## config.mk

```make
export PLATFORM = sky130hd
export DESIGN_NAME = shift_pipe_unit
export DESIGN_NICKNAME = d
export VERILOG_FILES = /design/src/rtl/shift_pipe_unit.sv
export SDC_FILE = /design/constraint.sdc
export NUM_CORES = 1
export LEC_CHECK = 0
export CORE_ASPECT_RATIO = 0.9
export CORE_MARGIN = 2
export CORE_UTILIZATION = 57
export CTS_CLUSTER_DIAMETER = 40
export DETAILED_ROUTE_END_ITERATION = 12
export PLACE_DENSITY = 0.82
export SLEW_MARGIN = 30
export SYNTH_ARGS = -nofsm -noshare
export SYNTH_HDL_FRONTEND = slang
export SYNTH_SLANG_ARGS = --single-unit
export TNS_END_PERCENT = 30
```

## constraint.sdc

```tcl
create_clock -name clk -period 3.6 [get_ports clk]
set_input_delay 0.72 -clock clk [delete_from_list [all_inputs] [get_ports clk]]
set_output_delay 0.72 -clock clk [all_outputs]
set_load 0.05 [all_outputs]
```

## src/rtl/shift_pipe_unit.sv

```systemverilog
// Pipelined logarithmic shifter for the EX stage: SLL/SRL/SRA/ROTR/ROTL.
// SHAMT_W shift levels are spread over PIPE register stages. A valid/ready
// handshake provides backpressure, and flush discards every op in flight.
// Each result carries its writeback tag.
module shift_pipe_unit #(
  parameter int WIDTH = 32,
  parameter int PIPE = 2,
  parameter int TAG_W = 5,
  localparam int SHAMT_W = $clog2(WIDTH)
) (
  input  logic               clk,
  input  logic               rst,
  input  logic               flush,
  input  logic               in_valid,
  output logic               in_ready,
  input  logic [2:0]         in_op,
  input  logic [WIDTH-1:0]   in_data,
  input  logic [SHAMT_W-1:0] in_shamt,
  input  logic [TAG_W-1:0]   in_tag,
  output logic               out_valid,
  input  logic               out_ready,
  output logic [WIDTH-1:0]   out_data,
  output logic [TAG_W-1:0]   out_tag,
  output logic               out_err
);

  localparam logic [2:0] OP_SLL  = 3'b000;
  localparam logic [2:0] OP_SRL  = 3'b001;
  localparam logic [2:0] OP_SRA  = 3'b010;
  localparam logic [2:0] OP_ROTR = 3'b011;
  localparam logic [2:0] OP_ROTL = 3'b100;

  // Stage registers. The last stage is also the output slot.
  logic [PIPE-1:0]    st_valid;
  logic [PIPE-1:0]    st_sign;
  logic [PIPE-1:0]    st_err;
  logic [WIDTH-1:0]   st_data  [PIPE];
  logic [2:0]         st_op    [PIPE];
  logic [SHAMT_W-1:0] st_shamt [PIPE];
  logic [TAG_W-1:0]   st_tag   [PIPE];

  // Next-state values, one entry per stage.
  logic [PIPE-1:0]    nx_sign;
  logic [PIPE-1:0]    nx_err;
  logic [WIDTH-1:0]   nx_data  [PIPE];
  logic [2:0]         nx_op    [PIPE];
  logic [SHAMT_W-1:0] nx_shamt [PIPE];
  logic [TAG_W-1:0]   nx_tag   [PIPE];

  // Working values while the shift levels are applied in order.
  logic [WIDTH-1:0]   cur_data;
  logic [2:0]         cur_op;
  logic [SHAMT_W-1:0] cur_shamt;
  logic [TAG_W-1:0]   cur_tag;
  logic               cur_sign;
  logic               cur_err;

  logic stall;

  // One shift level. It moves d by 2^k according to op. SRA fills from the
  // sign bit that was captured when the op was accepted.
  function automatic logic [WIDTH-1:0] shift_level(input logic [WIDTH-1:0] d,
                                                   input logic [2:0] op,
                                                   input logic sgn,
                                                   input int k);
    int n;
    n = 1 << k;
    case (op)
      OP_SLL:  return d << n;
      OP_SRL:  return d >> n;
      OP_SRA:  return (d >> n) | (sgn ? ~({WIDTH{1'b1}} >> n) : '0);
      OP_ROTR: return (d >> n) | (d << (WIDTH - n));
      OP_ROTL: return (d << n) | (d >> (WIDTH - n));
      default: return d;
    endcase
  endfunction

  assign stall     = st_valid[PIPE-1] & ~out_ready;
  assign in_ready  = rst & ~stall & ~flush;
  assign out_valid = st_valid[PIPE-1];
  assign out_data  = st_data[PIPE-1];
  assign out_tag   = st_tag[PIPE-1];
  assign out_err   = st_err[PIPE-1];

  // Datapath: each stage takes its predecessor and applies the levels it owns.
  // An illegal op skips every level, so its operand passes through unchanged.
  always_comb begin
    cur_data  = in_data;
    cur_op    = in_op;
    cur_shamt = in_shamt;
    cur_tag   = in_tag;
    cur_sign  = in_data[WIDTH-1];
    cur_err   = (in_op > OP_ROTL);
    nx_sign   = '0;
    nx_err    = '0;
    for (int s = 0; s < PIPE; s++) begin
      if (s > 0) begin
        cur_data  = st_data[s-1];
        cur_op    = st_op[s-1];
        cur_shamt = st_shamt[s-1];
        cur_tag   = st_tag[s-1];
        cur_sign  = st_sign[s-1];
        cur_err   = st_err[s-1];
      end
      for (int k = 0; k < SHAMT_W; k++) begin
        if (((k * PIPE) / SHAMT_W) == s && cur_shamt[k] && !cur_err) begin
          cur_data = shift_level(cur_data, cur_op, cur_sign, k);
        end
      end
      nx_data[s]  = cur_data;
      nx_op[s]    = cur_op;
      nx_shamt[s] = cur_shamt;
      nx_tag[s]   = cur_tag;
      nx_sign[s]  = cur_sign;
      nx_err[s]   = cur_err;
    end
  end

  // Stage registers: reset clears everything, flush clears only the valids,
  // a stall freezes all stages, and otherwise the pipe advances one step.
  // Bubbles advance too; they are not squeezed out.
  always_ff @(posedge clk) begin
    if (!rst) begin
      st_valid <= '0;
      st_sign  <= '0;
      st_err   <= '0;
      for (int s = 0; s < PIPE; s++) begin
        st_data[s]  <= '0;
        st_op[s]    <= '0;
        st_shamt[s] <= '0;
        st_tag[s]   <= '0;
      end
    end else if (flush) begin
      st_valid <= '0;
    end else if (!stall) begin
      st_valid[0] <= in_valid;
      for (int s = 1; s < PIPE; s++) begin
        st_valid[s] <= st_valid[s-1];
      end
      st_sign <= nx_sign;
      st_err  <= nx_err;
      for (int s = 0; s < PIPE; s++) begin
        st_data[s]  <= nx_data[s];
        st_op[s]    <= nx_op[s];
        st_shamt[s] <= nx_shamt[s];
        st_tag[s]   <= nx_tag[s];
      end
    end
  end

endmodule
```

# Word-level counts from Yosys, hierarchy flattened

Memories as Yosys holds them, arrays and structs flattened.
Index checks and enable logic that the tools add are counted.
W data, S select, Z words.

Bits in writable memories: 90
Memories: 4
Flip-flop bits (word level): 5

Memories:

| memory   | words | width | rd ports | clocked after Yosys merged registers in | write ports | line | RTL |
|---|---|---|---|---|---|---|---|
| st_data  | 2     | 32    | 2        | 0                                       | 2           | 37   | `logic [WIDTH-1:0] st_data [PIPE];` |
| st_shamt | 2     | 5     | 1        | 0                                       | 2           | 39   | `logic [SHAMT_W-1:0] st_shamt [PIPE];` |
| st_tag   | 2     | 5     | 2        | 0                                       | 2           | 40   | `logic [TAG_W-1:0] st_tag [PIPE];` |
| st_op    | 2     | 3     | 1        | 0                                       | 2           | 38   | `logic [2:0] st_op [PIPE];` |

Bitwise gates (word level): 29
Magnitude comparators: 1
Multiplexer cells: 28
Eq/ne operators: 8
Reduce and logical (&&, ||, !) cells: 12

Operators by type and width:

| operator             | number |
|---|---|
| $pmux W32 S5         | 4 |
| $mux W32             | 12 |
| $pmux W32 S4         | 1 |
| $or A24 B32 Y32      | 2 |
| $or A28 B32 Y32      | 2 |
| $or A30 B32 Y32      | 2 |
| $or A31 B32 Y32      | 2 |
| $or A16 B32 Y32      | 1 |
| $or A32 B1 Y32       | 1 |
| $or A32 B16 Y32      | 1 |
| $or A32 B2 Y32       | 1 |
| $or A32 B4 Y32       | 1 |
| $or A32 B8 Y32       | 1 |
| $mux W5              | 4 |
| $eq A3 B2 Y1 const B | 4 |
| $or A1 B1 Y1         | 8 |
| $eq A3 B1 Y1 const B | 2 |
| $eq A3 B3 Y1 const B | 2 |
| $logic_not A3 Y1     | 2 |
| $mux W3              | 2 |
| $logic_and A1 B1 Y1  | 5 |
| $mux W1              | 5 |
| $not A1 Y1           | 4 |
| $reduce_or A2 Y1     | 2 |
| 4 further kinds      | 7 |

# Depth between registers and ports, before layout

Depth after elaboration: 11
Gate-level depth with buffers: 10
Mapped depth without buffers: 6

# Least setup slack after synthesis

No wires, ideal clock.

Kind: input port to flip-flop
From: in out_ready
To: mem st_data[0][0], enable pin
Setup time: 433 ps
Stages: 3
Slack: 634 ps
Arrival time: 2533 ps
Cell sequence: nor2b_1 -> o21a_1 -> inv_1

RTL lines:

| element         | line | RTL |
|---|---|---|
| start, declared | 21   | `input logic out_ready,` |
| end, declared   | 37   |  |

==> results.py <==
metrics = {
    "clocking": {
        "cts_inserted_buffers": 9,
        "cts.sinks": 84,
        "insertion_delay_ns": 0.34,
        "cts_setup_buffers": 0,
        "clk_path_buf_depth": 2,
        "cts_tree": "built",
        "cts_hold_buf": 0,
        "cts_resized": 0,
        "htreeDepth": 3,
        "cts-root-buf": "clkbuf_16",
        "clkSlewWorstSetupHoldPaths_ns": 0.06,
    },
    "timing": {
        "finalSetupViolations": 0,
        "fmax_mhz": 317,
        "finalSetupTns_ns": 0,
        "finalHoldViolCount": 0,
        "skew_ns": 0.00717,
        "worstMarginPinSlew_ns": 0.941,
        "slew_headroom_pct": 37.1,
        "fin_crit_sh_pct": 87.7,
        "period_needed_ns": 3.16,
        "rsz0062_at_grt": "no",
        "finalMaxSlewViolations": 0,
    },
    "die": {
        "row_count": 38,
        "io_pins": 90,
        "initial_utilization_pct": 58.7,
        "fp.dieArea_um2": 13300,
        "dieWidth_um": 122,
        "core_um2": 12100,
        "fp.dieH_um": 110,
    },
    "global_route": {
        "grt_pass1_wl_um": 39800,
        "gr-total-overflow": 0,
        "grt_pass1_vias": 7158,
        "grt_start_max_net_pins": 80,
        "grt_use_total_pct": 38.9,
        "antenna_found_initial": 0,
    },
    "logic_synthesis": {
        "synth_nets": 916,
        "synth_cell_types": 67,
        "async_flop_share_pct": 0,
        "avgSynthCellArea_um2": 8.19,
        "synth_top_area_share_pct": 33.5,
        "synth.cell_area_um2": 7090,
        "synth-seq-cells": 84,
        "synth_area_leaders": "edfxtp_1 33%, o21ai_0 6.2%, nand2_1 6.1%",
        "ys.flop_type": "edfxtp_1",
        "ys_seq_area_share_pct": 34.9,
        "synth_edf_count": 79,
        "ys_warn_count": 0,
        "synth_cells": 866,
        "synth_top_cell_by_area": "edfxtp_1",
    },
    "power_and_ir_drop": {
        "p_clk_share_pct": 27.9,
        "p_sw_mw": 1.14,
        "swShare_pct": 36.0,
        "power_density_nw_per_um2": 382,
        "power_leakage_nw": 2.99,
        "ir_drop_mv": 0.325,
        "internal_power_mw": 2.02,
        "p_seq_share_pct": 38.5,
        "p_comb_share_pct": 33.6,
    },
    "critical_path": {
        "crit_path_start": "in_op[0]",
        "end_kind": "flip-flop",
        "worst_ep_required_time_ns": 3.75,
        "worstRegToRegCells": 6,
        "crit_arrival_ns": 3.31,
        "critPathMaxFanout": 36,
        "crit_type": "in2reg",
        "start_kind": "input pin",
        "r2r_start": "st_op[0][0]$_SDFFCE_PN0P_",
    },
    "finish": {
        "drive_above_1_share_pct": 10.6,
        "diodes": 0,
        "area_growth_syn_to_layout_pct": 16.3,
        "final_cell_mix": "115 x nand2_1, 88 x o21ai_0, 87 x clkdlybuf4s50_1",
        "fill_cells": 981,
        "final_common_cell": "nand2_1",
        "finish.utilization_pct": 68.3,
        "fin_nets": 943,
    },
    "detailed_routing": {
        "vias": 7618,
        "route.detailed.drc": 0,
        "wl_um": 25700,
        "drtIter0Drc": 1280,
        "ant_nets": 0,
        "viasPerCell": 7.20,
        "drtPass1Iterations": 6,
        "routedWlPerCell_um": 24.3,
    },
    "worst_hold_path": {
        "hp-class": "reg2reg",
        "worstHoldPathCells": 2,
        "min_from": "st_valid[0]$_SDFFE_PP0N_",
    },
    "job": {
        "maxCapViolCount": 0,
    },
    "outcome": {
        "outcome": "complete, no violations",
    },
    "placement": {
        "gp_congestion": 1.08,
        "io_buffer_count": 89,
        "dp_hpwl_um": 18600,
    },
}
## path summary, 6_finish.rpt
path	to	slack (ns)
worst max-delay path	st_data[0][29]$_SDFFCE_PN0P_	0.44
worst min-delay path	st_valid[1]$_SDFFE_PP0N_	0.51
worst max register to register	st_data[0][59]$_SDFFCE_PN0P_	0.57
worst min register to register	st_valid[1]$_SDFFE_PP0N_	0.51
## state kept, by name, summed over array words and instances (netlist names)
name      cells
st_data      64
st_tag       10
st_op         3
st_err        2
st_shamt      2
st_valid      2
st_sign       1
## power groups by stage
stage                     Combinational [mW]  Clock [mW]  Sequential, mW
after floorplan                        0.687           0            1.22
after global placement                  1.00           0            1.23
after detailed placement                1.02           0            1.23
after CTS                               1.02       0.881            1.21
after global routing                    1.12       0.925            1.22
final                                   1.06       0.878            1.22
## layout make-up
cell class	count	area, um^2	area share [%]
clock inverter	6	48.8	0.592
clock buffer	10	229	2.78
inverter	10	37.5	0.455
timing repair buffer	134	1280	15.6
sequential	84	2470	30.0
tap	160	200	2.43
multi-input combinational	654	3970	48.2
## synth_stat cells (17+ instances only)
library cell / n
a211oi_1: 18
a21oi_1: 45
and2_1: 31
and3_1: 18
buf_2: 30
buf_4: 35
clkbuf_1: 43
edfxtp_1: 79
nand2_1: 115
nand3_1: 23
nor2_1: 37
nor3_1: 17
o21ai_0: 88
o221ai_1: 17
o22ai_1: 46
## per-layer routing
metal  up-vias  global-route usage, %  wire (um)
met2       676                   62.2      11600
li1       3315                      -          -
met4         0                   18.7       1290
met1      3493                   49.7       9450
met3       134                   9.65       3370
met5         -                      0          0
## worst max-delay path, stage by stage
cell	delay, ns
clkdlybuf4s50_1	0.57
buf_4	0.23
o21bai_2	0.11
buf_12	0.18
nor2_1	0.52
a21oi_1	0.14
o21ai_0	0.28
a21oi_1	0.20
a221oi_1	0.35
## per-stage QoR
| step | std cells | area (um^2) | hold slack (ns) | power, mW | setup slack [ns] |
|---|---|---|---|---|---|
| floorplan | 866 | 7090 | 0.440 | 1.91 | 0.634 |
| global placement | 1042 | 7960 | 0.448 | 2.23 | 0.214 |
| detailed placement | 1042 | 7970 | 0.504 | 2.25 | 0.224 |
| CTS | 1058 | 8240 | 0.521 | 3.12 | 0.537 |
| global route | 1058 | 8240 | 0.539 | 3.26 | 0.344 |
| finish | 1058 | 8240 | 0.514 | 3.15 | 0.441 |
## cells by family after synthesis
| group | Yosys count | synth area share [%] |
|---|---|---|
| AO/OA/AOI/OAI | 332 | 31.6 |
| buffers and inverters | 128 | 9.16 |
| multiplexers | 25 | 3.81 |
| AND/OR/NAND/NOR | 297 | 20.5 |
| flip-flops | 84 | 34.9 |
(Power assumes the default switching activity.)
